**src/rtl/esm_pkg.sv**
```systemverilog
// Shared types for the ESM dwell program sequencer: instruction word layout,
// program depth and the sequencer state encoding.
package esm_pkg;

    localparam int esm_num_dwell_instructions = 32;
    localparam int esm_dwell_index_width      = 5;
    localparam int esm_repeat_width           = 8;

    typedef struct packed {
        logic [esm_dwell_index_width-1:0] dwell_index;
        logic [esm_repeat_width-1:0]      repeat_count;
        logic                             last;
    } esm_dwell_instruction_t;

    typedef enum logic [2:0] {
        SEQ_IDLE      = 3'd0,
        SEQ_FETCH     = 3'd1,
        SEQ_DECODE    = 3'd2,
        SEQ_ISSUE     = 3'd3,
        SEQ_WAIT_DONE = 3'd4,
        SEQ_ADVANCE   = 3'd5,
        SEQ_STOP      = 3'd6
    } esm_seq_state_e;

endpackage

```
**src/rtl/esm_dwell_program_mem.sv**
```systemverilog
// Program store: one write port, one registered read port. A read of an address
// being written in the same cycle returns the previous contents.
module esm_dwell_program_mem
    import esm_pkg::*;
#(
    parameter int DEPTH = esm_num_dwell_instructions,
    localparam int AW   = $clog2(DEPTH)
) (
    input  logic                   clk_i,
    input  logic                   wr_en_i,
    input  logic [AW-1:0]          wr_addr_i,
    input  esm_dwell_instruction_t wr_data_i,
    input  logic [AW-1:0]          rd_addr_i,
    output esm_dwell_instruction_t rd_data_o
);

    esm_dwell_instruction_t mem_q [DEPTH];
    esm_dwell_instruction_t rd_data_q;

    // Contents are deliberately not reset so the program survives a reset.
    always_ff @(posedge clk_i) begin
        if (wr_en_i) begin
            mem_q[wr_addr_i] <= wr_data_i;
        end
        rd_data_q <= mem_q[rd_addr_i];
    end

    assign rd_data_o = rd_data_q;

endmodule

```
**src/rtl/esm_dwell_program_sequencer.sv**
```systemverilog
// Walks the dwell program and issues one dwell request at a time to the dwell
// controller, waiting for each dwell to finish before issuing the next.
module esm_dwell_program_sequencer
    import esm_pkg::*;
#(
    parameter int NUM_INSTRUCTIONS  = esm_num_dwell_instructions,
    parameter int DWELL_INDEX_WIDTH = esm_dwell_index_width,
    parameter int REPEAT_WIDTH      = esm_repeat_width,
    parameter int SEQ_WIDTH         = 16,
    localparam int AW               = $clog2(NUM_INSTRUCTIONS)
) (
    input  logic                         clk_i,
    input  logic                         rst_i,
    input  logic                         instr_wr_valid_i,
    input  logic [AW-1:0]                instr_wr_addr_i,
    input  esm_dwell_instruction_t       instr_wr_data_i,
    input  logic                         program_enable_i,
    input  logic                         loop_enable_i,
    // Request handshake: valid rises in ISSUE and holds with a stable index until
    // ready; transfer happens on valid & ready. Only reset may drop valid early.
    output logic                         dwell_req_valid_o,
    input  logic                         dwell_req_ready_i,
    output logic [DWELL_INDEX_WIDTH-1:0] dwell_req_index_o,
    output logic [SEQ_WIDTH-1:0]         dwell_req_seq_o,
    input  logic                         dwell_done_i,
    output logic                         program_active_o,
    output logic                         program_done_o,
    output logic [AW-1:0]                current_instr_o,
    output esm_seq_state_e               state_o
);

    localparam logic [AW-1:0] LAST_PTR = AW'(NUM_INSTRUCTIONS - 1);

    esm_seq_state_e               state_q, state_d;
    logic [AW-1:0]                ptr_q, ptr_d;
    logic [REPEAT_WIDTH-1:0]      rep_q, rep_d;
    logic [SEQ_WIDTH-1:0]         seq_q, seq_d;
    logic [DWELL_INDEX_WIDTH-1:0] idx_q, idx_d;
    logic                         last_q, last_d;
    logic                         pass_issued_q, pass_issued_d;
    logic                         en_q;
    logic                         at_end;
    esm_dwell_instruction_t       rd_data;

    esm_dwell_program_mem #(
        .DEPTH (NUM_INSTRUCTIONS)
    ) u_mem (
        .clk_i     (clk_i),
        .wr_en_i   (instr_wr_valid_i),
        .wr_addr_i (instr_wr_addr_i),
        .wr_data_i (instr_wr_data_i),
        .rd_addr_i (ptr_q),
        .rd_data_o (rd_data)
    );

    assign at_end = last_q || (ptr_q == LAST_PTR);

    always_ff @(posedge clk_i) begin
        if (rst_i) begin
            state_q       <= SEQ_IDLE;
            ptr_q         <= '0;
            rep_q         <= '0;
            seq_q         <= '0;
            idx_q         <= '0;
            last_q        <= 1'b0;
            pass_issued_q <= 1'b0;
            en_q          <= 1'b0;
        end else begin
            state_q       <= state_d;
            ptr_q         <= ptr_d;
            rep_q         <= rep_d;
            seq_q         <= seq_d;
            idx_q         <= idx_d;
            last_q        <= last_d;
            pass_issued_q <= pass_issued_d;
            en_q          <= program_enable_i;
        end
    end

    always_comb begin
        state_d       = state_q;
        ptr_d         = ptr_q;
        rep_d         = rep_q;
        seq_d         = seq_q;
        idx_d         = idx_q;
        last_d        = last_q;
        pass_issued_d = pass_issued_q;
        case (state_q)
            SEQ_IDLE: begin
                // Start only on a fresh rising edge of the enable level.
                if (program_enable_i && !en_q) begin
                    state_d       = SEQ_FETCH;
                    ptr_d         = '0;
                    pass_issued_d = 1'b0;
                end
            end
            SEQ_FETCH: begin
                state_d = program_enable_i ? SEQ_DECODE : SEQ_STOP;
            end
            SEQ_DECODE: begin
                if (!program_enable_i) begin
                    state_d = SEQ_STOP;
                end else begin
                    idx_d  = rd_data.dwell_index;
                    last_d = rd_data.last;
                    if (rd_data.repeat_count == '0) begin
                        state_d = SEQ_ADVANCE;
                    end else begin
                        rep_d   = rd_data.repeat_count;
                        state_d = SEQ_ISSUE;
                    end
                end
            end
            SEQ_ISSUE: begin
                if (dwell_req_ready_i) begin
                    seq_d         = seq_q + 1'b1;
                    pass_issued_d = 1'b1;
                    state_d       = SEQ_WAIT_DONE;
                end
            end
            SEQ_WAIT_DONE: begin
                if (dwell_done_i) begin
                    rep_d   = rep_q - 1'b1;
                    state_d = ((rep_d != '0) && program_enable_i) ? SEQ_ISSUE : SEQ_ADVANCE;
                end
            end
            SEQ_ADVANCE: begin
                if (!program_enable_i) begin
                    state_d = SEQ_STOP;
                end else if (at_end) begin
                    // A wrap after a pass with no dwells would spin forever.
                    if (!loop_enable_i || !pass_issued_q) begin
                        state_d = SEQ_STOP;
                    end else begin
                        ptr_d         = '0;
                        pass_issued_d = 1'b0;
                        state_d       = SEQ_FETCH;
                    end
                end else begin
                    ptr_d   = ptr_q + 1'b1;
                    state_d = SEQ_FETCH;
                end
            end
            SEQ_STOP: begin
                state_d = SEQ_IDLE;
            end
            default: begin
                state_d = SEQ_IDLE;
            end
        endcase
    end

    assign dwell_req_valid_o = (state_q == SEQ_ISSUE);
    assign dwell_req_index_o = idx_q;
    assign dwell_req_seq_o   = seq_q;
    assign program_active_o  = (state_q != SEQ_IDLE);
    assign program_done_o    = (state_q == SEQ_STOP);
    assign current_instr_o   = ptr_q;
    assign state_o           = state_q;

endmodule

```
**config.mk**
```make
export PLATFORM = sky130hd
export DESIGN_NAME = esm_dwell_program_sequencer
export DESIGN_NICKNAME = d
export VERILOG_FILES = /design/src/rtl/esm_pkg.sv /design/src/rtl/esm_dwell_program_mem.sv /design/src/rtl/esm_dwell_program_sequencer.sv
export SDC_FILE = /design/constraint.sdc
export NUM_CORES = 1
export LEC_CHECK = 0
export BUFFER_PORTS_ARGS = -buffer_cell sky130_fd_sc_hd__buf_2
export CORE_MARGIN = 3
export CORE_UTILIZATION = 50
export DETAILED_ROUTE_END_ITERATION = 10
export GPL_TIMING_DRIVEN = 0
export PLACE_DENSITY = 0.71
export RECOVER_POWER = 50
export SYNTH_ARGS = -nofsm -noshare
export SYNTH_HDL_FRONTEND = slang
export SYNTH_SLANG_ARGS = --single-unit
```
**constraint.sdc**
```tcl
create_clock -name clk_i -period 6.5 [get_ports clk_i]
set_clock_uncertainty 0.05 [all_clocks]
set_input_delay 1.3 -clock clk_i [delete_from_list [all_inputs] [get_ports clk_i]]
set_output_delay 1.3 -clock clk_i [all_outputs]
set_load 0.03 [all_outputs]
```
==> results.json <==
{
  "status": "finished, violations left",
  "violations": "capacitance limit, slew limit",
  "io_pins": 58,
  "synth.most_common_cell": "edfxtp_1",
  "clock_sinks": 502,
  "drive_gt1_frac": 0.257,
  "yosysTopAreaCell": "edfxtp_1",
  "cts_buffers": 49,
  "slowest_delay_ns": 1.10,
  "ff_latch_area_um2": 14500,
  "synth_seq_cells": 502,
  "cts_max_level": 2,
  "p_sw_frac": 0.247,
  "cp-start-kind": "primary input",
  "period_share": 0.489,
  "hold_class": "flop to flop",
  "cp_top_family": "simple AND/OR/NAND/NOR gates",
  "worstPathMaxFanout": 14,
  "max_slew.worst_pin.slew_ns": 1.66,
  "drcViolationCount": 0,
  "p_clk_frac": 0.367,
  "synthArstFlopShare": 0,
  "die-area_um2": 41100,
  "grt_overflow": 0,
  "antenna_cells": 0,
  "required_ns": 6.63,
  "n_fill_cell": 2800,
  "synth_area_um2": 19400,
  "worst_skew_pair.late_latency_ns": 0.57,
  "fin_setup_tns_ns": 0,
  "slew_headroom": -0.104,
  "finalWeightedCongestion": 0.845,
  "multi_input_area_um2": 4520,
  "slowest_stage": "nor2_1",
  "initial_utilization": 0.510,
  "vias_per_cell": 6.10,
  "drt_iter0_drc": 1058,
  "comb_power_share": 0.154,
  "hold_viol": 0,
  "antenna_found_initial": 0,
  "cellPowerDensity_nw_per_um2": 348,
  "clockRootBuffer": "clkbuf_16",
  "yosysUniqueCellTypes": 59,
  "synth_flop_cell": "edfxtp_1",
  "synth_edf_count": 448,
  "switchingPower_w": 0.00188,
  "synthTopCellsByCount": "edfxtp_1, mux4_2, nor2_1, o22ai_1, dfxtp_1",
  "p_seq_frac": 0.479,
  "cts-resized-gates": 0,
  "whs_ns": 0.422,
  "worst-path-buf-inv": 2,
  "avgSynthCellArea_um2": 19.4,
  "fmax_ghz": 0.315,
  "yosysWarnings": 0,
  "grt_max_degree": 33,
  "syn_nets": 1031,
  "grt_pass1_wl_um": 65000,
  "synth.top_cell.area_share": 0.695,
  "ir_drop_mv": 0.223,
  "area_growth_pct": 13.2,
  "yosys-top-cells-area": "edfxtp_1, mux4_2, dfxtp_1, o22ai_1, nor2_1",
  "core_area_um2": 37900,
  "synthCells": 1000,
  "nets": 1142,
  "vias": 10100,
  "internal-power_w": 0.00574,
  "fp.dieH_um": 203,
  "p_leak_nw": 6.88,
  "path_cells": "buf_2 -> or3b_2 -> clkbuf_1 -> nor2_1",
  "final-max-slew-violation-count": 297,
  "endpoint_kind": "flop",
  "grt_pass1_vias": 9780,
  "cts_setup_buffers": 0,
  "wl_um": 44000,
  "ant_nets": 0,
  "post-route-min-period_ns": 3.18,
  "cap_violations": 10,
  "setup_viol": 0,
  "path_clk_slew_ns": 0.06,
  "seq_area_frac_synth": 0.751,
  "gr-usage-all-layers": 0.215,
  "firstDrtPassIters": 5,
  "dpl.hpwl_um": 27300,
  "crit_type": "primary input to flop",
  "rows": 71,
  "rsz0062_at_grt": "false",
  "wl_per_cell_um": 26.5,
  "postCtsHoldBufs": 0,
  "port_buffers": 56,
  "cts_max_path_buffers": 3,
  "tritoncts": "yes",
  "worst-endpoint-arrival_ns": 3.31,
  "fp.dieW_um": 203
}
-- worst paths after layout --
kind	start	cells past startpoint	to	slack (ns)
hold reg to reg	u_mem.rd_data_o[11]	2	dwell_req_index_o[2]	0.42
setup reg to reg	current_instr_o[2]	5	u_mem.rd_data_o[4]	3.56
setup / recovery	instr_wr_addr_i[1]	4	u_mem.mem_q[8][12]	3.32
hold / removal	u_mem.rd_data_o[11]	2	dwell_req_index_o[2]	0.42
-- cells in the final DEF, fill, tap and decap left out, types with 2 or more instances in the layout --
master,instances
clkbuf_16,50
nor2_1,59
nor3_1,6
clkinv_1,11
a221oi_1,2
nor2_2,24
buf_8,2
mux4_2,112
xnor2_1,8
buf_6,6
ha_1,5
nor4_1,15
or3_1,4
nand4_1,6
a22o_1,3
nand3_1,11
nand2b_1,4
a31oi_1,3
bufinv_16,5
clkinv_2,9
o21ai_0,14
edfxtp_1,448
o21ai_1,3
nand2_1,24
dfxtp_1,54
a211oi_1,2
nor3b_1,2
or3b_2,4
a21oi_1,17
clkbuf_1,42
mux2i_1,6
inv_1,5
xor2_1,11
o22ai_1,57
nor4_2,2
and3_1,5
buf_4,10
nand3b_1,8
buf_2,60
-- layer usage --
layer / track usage / share of wire
met4: 0.0559 / 0.024
met5: 0 / 0
met1: 0.318 / 0.41
met3: 0.0391 / 0.091
met2: 0.336 / 0.48
-- cell families after synthesis --
kind of cell | Yosys count | share of synthesized area
DFF | 502 | 0.751
and+or+nand+nor | 184 | 0.0485
muxes | 118 | 0.133
AOI/OAI and AO/OA | 113 | 0.0378
buffers and inverters | 59 | 0.0179
xor gates and xnor gates | 19 | 0.00859
adders and majority gates | 5 | 0.00323
-- tightest hold or removal path, cell delays in order (launching register included) --
cell,delay (ns)
dfxtp_1,0.31
mux2i_1,0.06
nor2_1,0.07
-- registers in the layout, indices dropped and copies added, names as in the netlist --
register           cells
u_mem.mem_q          448
dwell_req_seq_o       16
u_mem.rd_data_o       14
rep_q                  8
current_instr_o        5
dwell_req_index_o      5
state_o                3
en_q                   1
last_q                 1
pass_issued_q          1
-- cell type report --
type / count / area share
Sequential cell: 502 / 0.663
Multi-Input combinational cell: 439 / 0.206
Clock buffer: 59 / 0.0586
Tap cell: 511 / 0.0292
Buffer: 53 / 0.0146
Clock inverter: 31 / 0.0139
Timing Repair Buffer: 60 / 0.0138
Inverter: 6 / 0.00103
-- power groups by stage --
stage	combinational, W	sequential (W)	clock [W]
after global routing	0.00126	0.00366	0.00295
after floorplan	0.000842	0.00373	0
after CTS	0.00120	0.00365	0.00283
after global placement	0.00117	0.00371	0
final	0.00117	0.00365	0.00280
after detailed placement	0.00119	0.00371	0
-- metrics by stage --
| stage | setup WS [ns] | total power [W] | instances | util | instance area (um2) |
|---|---|---|---|---|---|
| finish | 3.32 | 0.00762 | 1661 | 0.578 | 21900 |
| global placement | 2.61 | 0.00488 | 1567 | 0.535 | 20300 |
| floorplan | 3.50 | 0.00457 | 1000 | - | 19400 |
| global route | 3.21 | 0.00787 | 1661 | 0.578 | 21900 |
| CTS | 3.24 | 0.00767 | 1659 | 0.578 | 21900 |
| detailed placement | 2.64 | 0.00491 | 1569 | 0.536 | 20300 |
No activity file was read; power rests on OpenSTA's default activity.
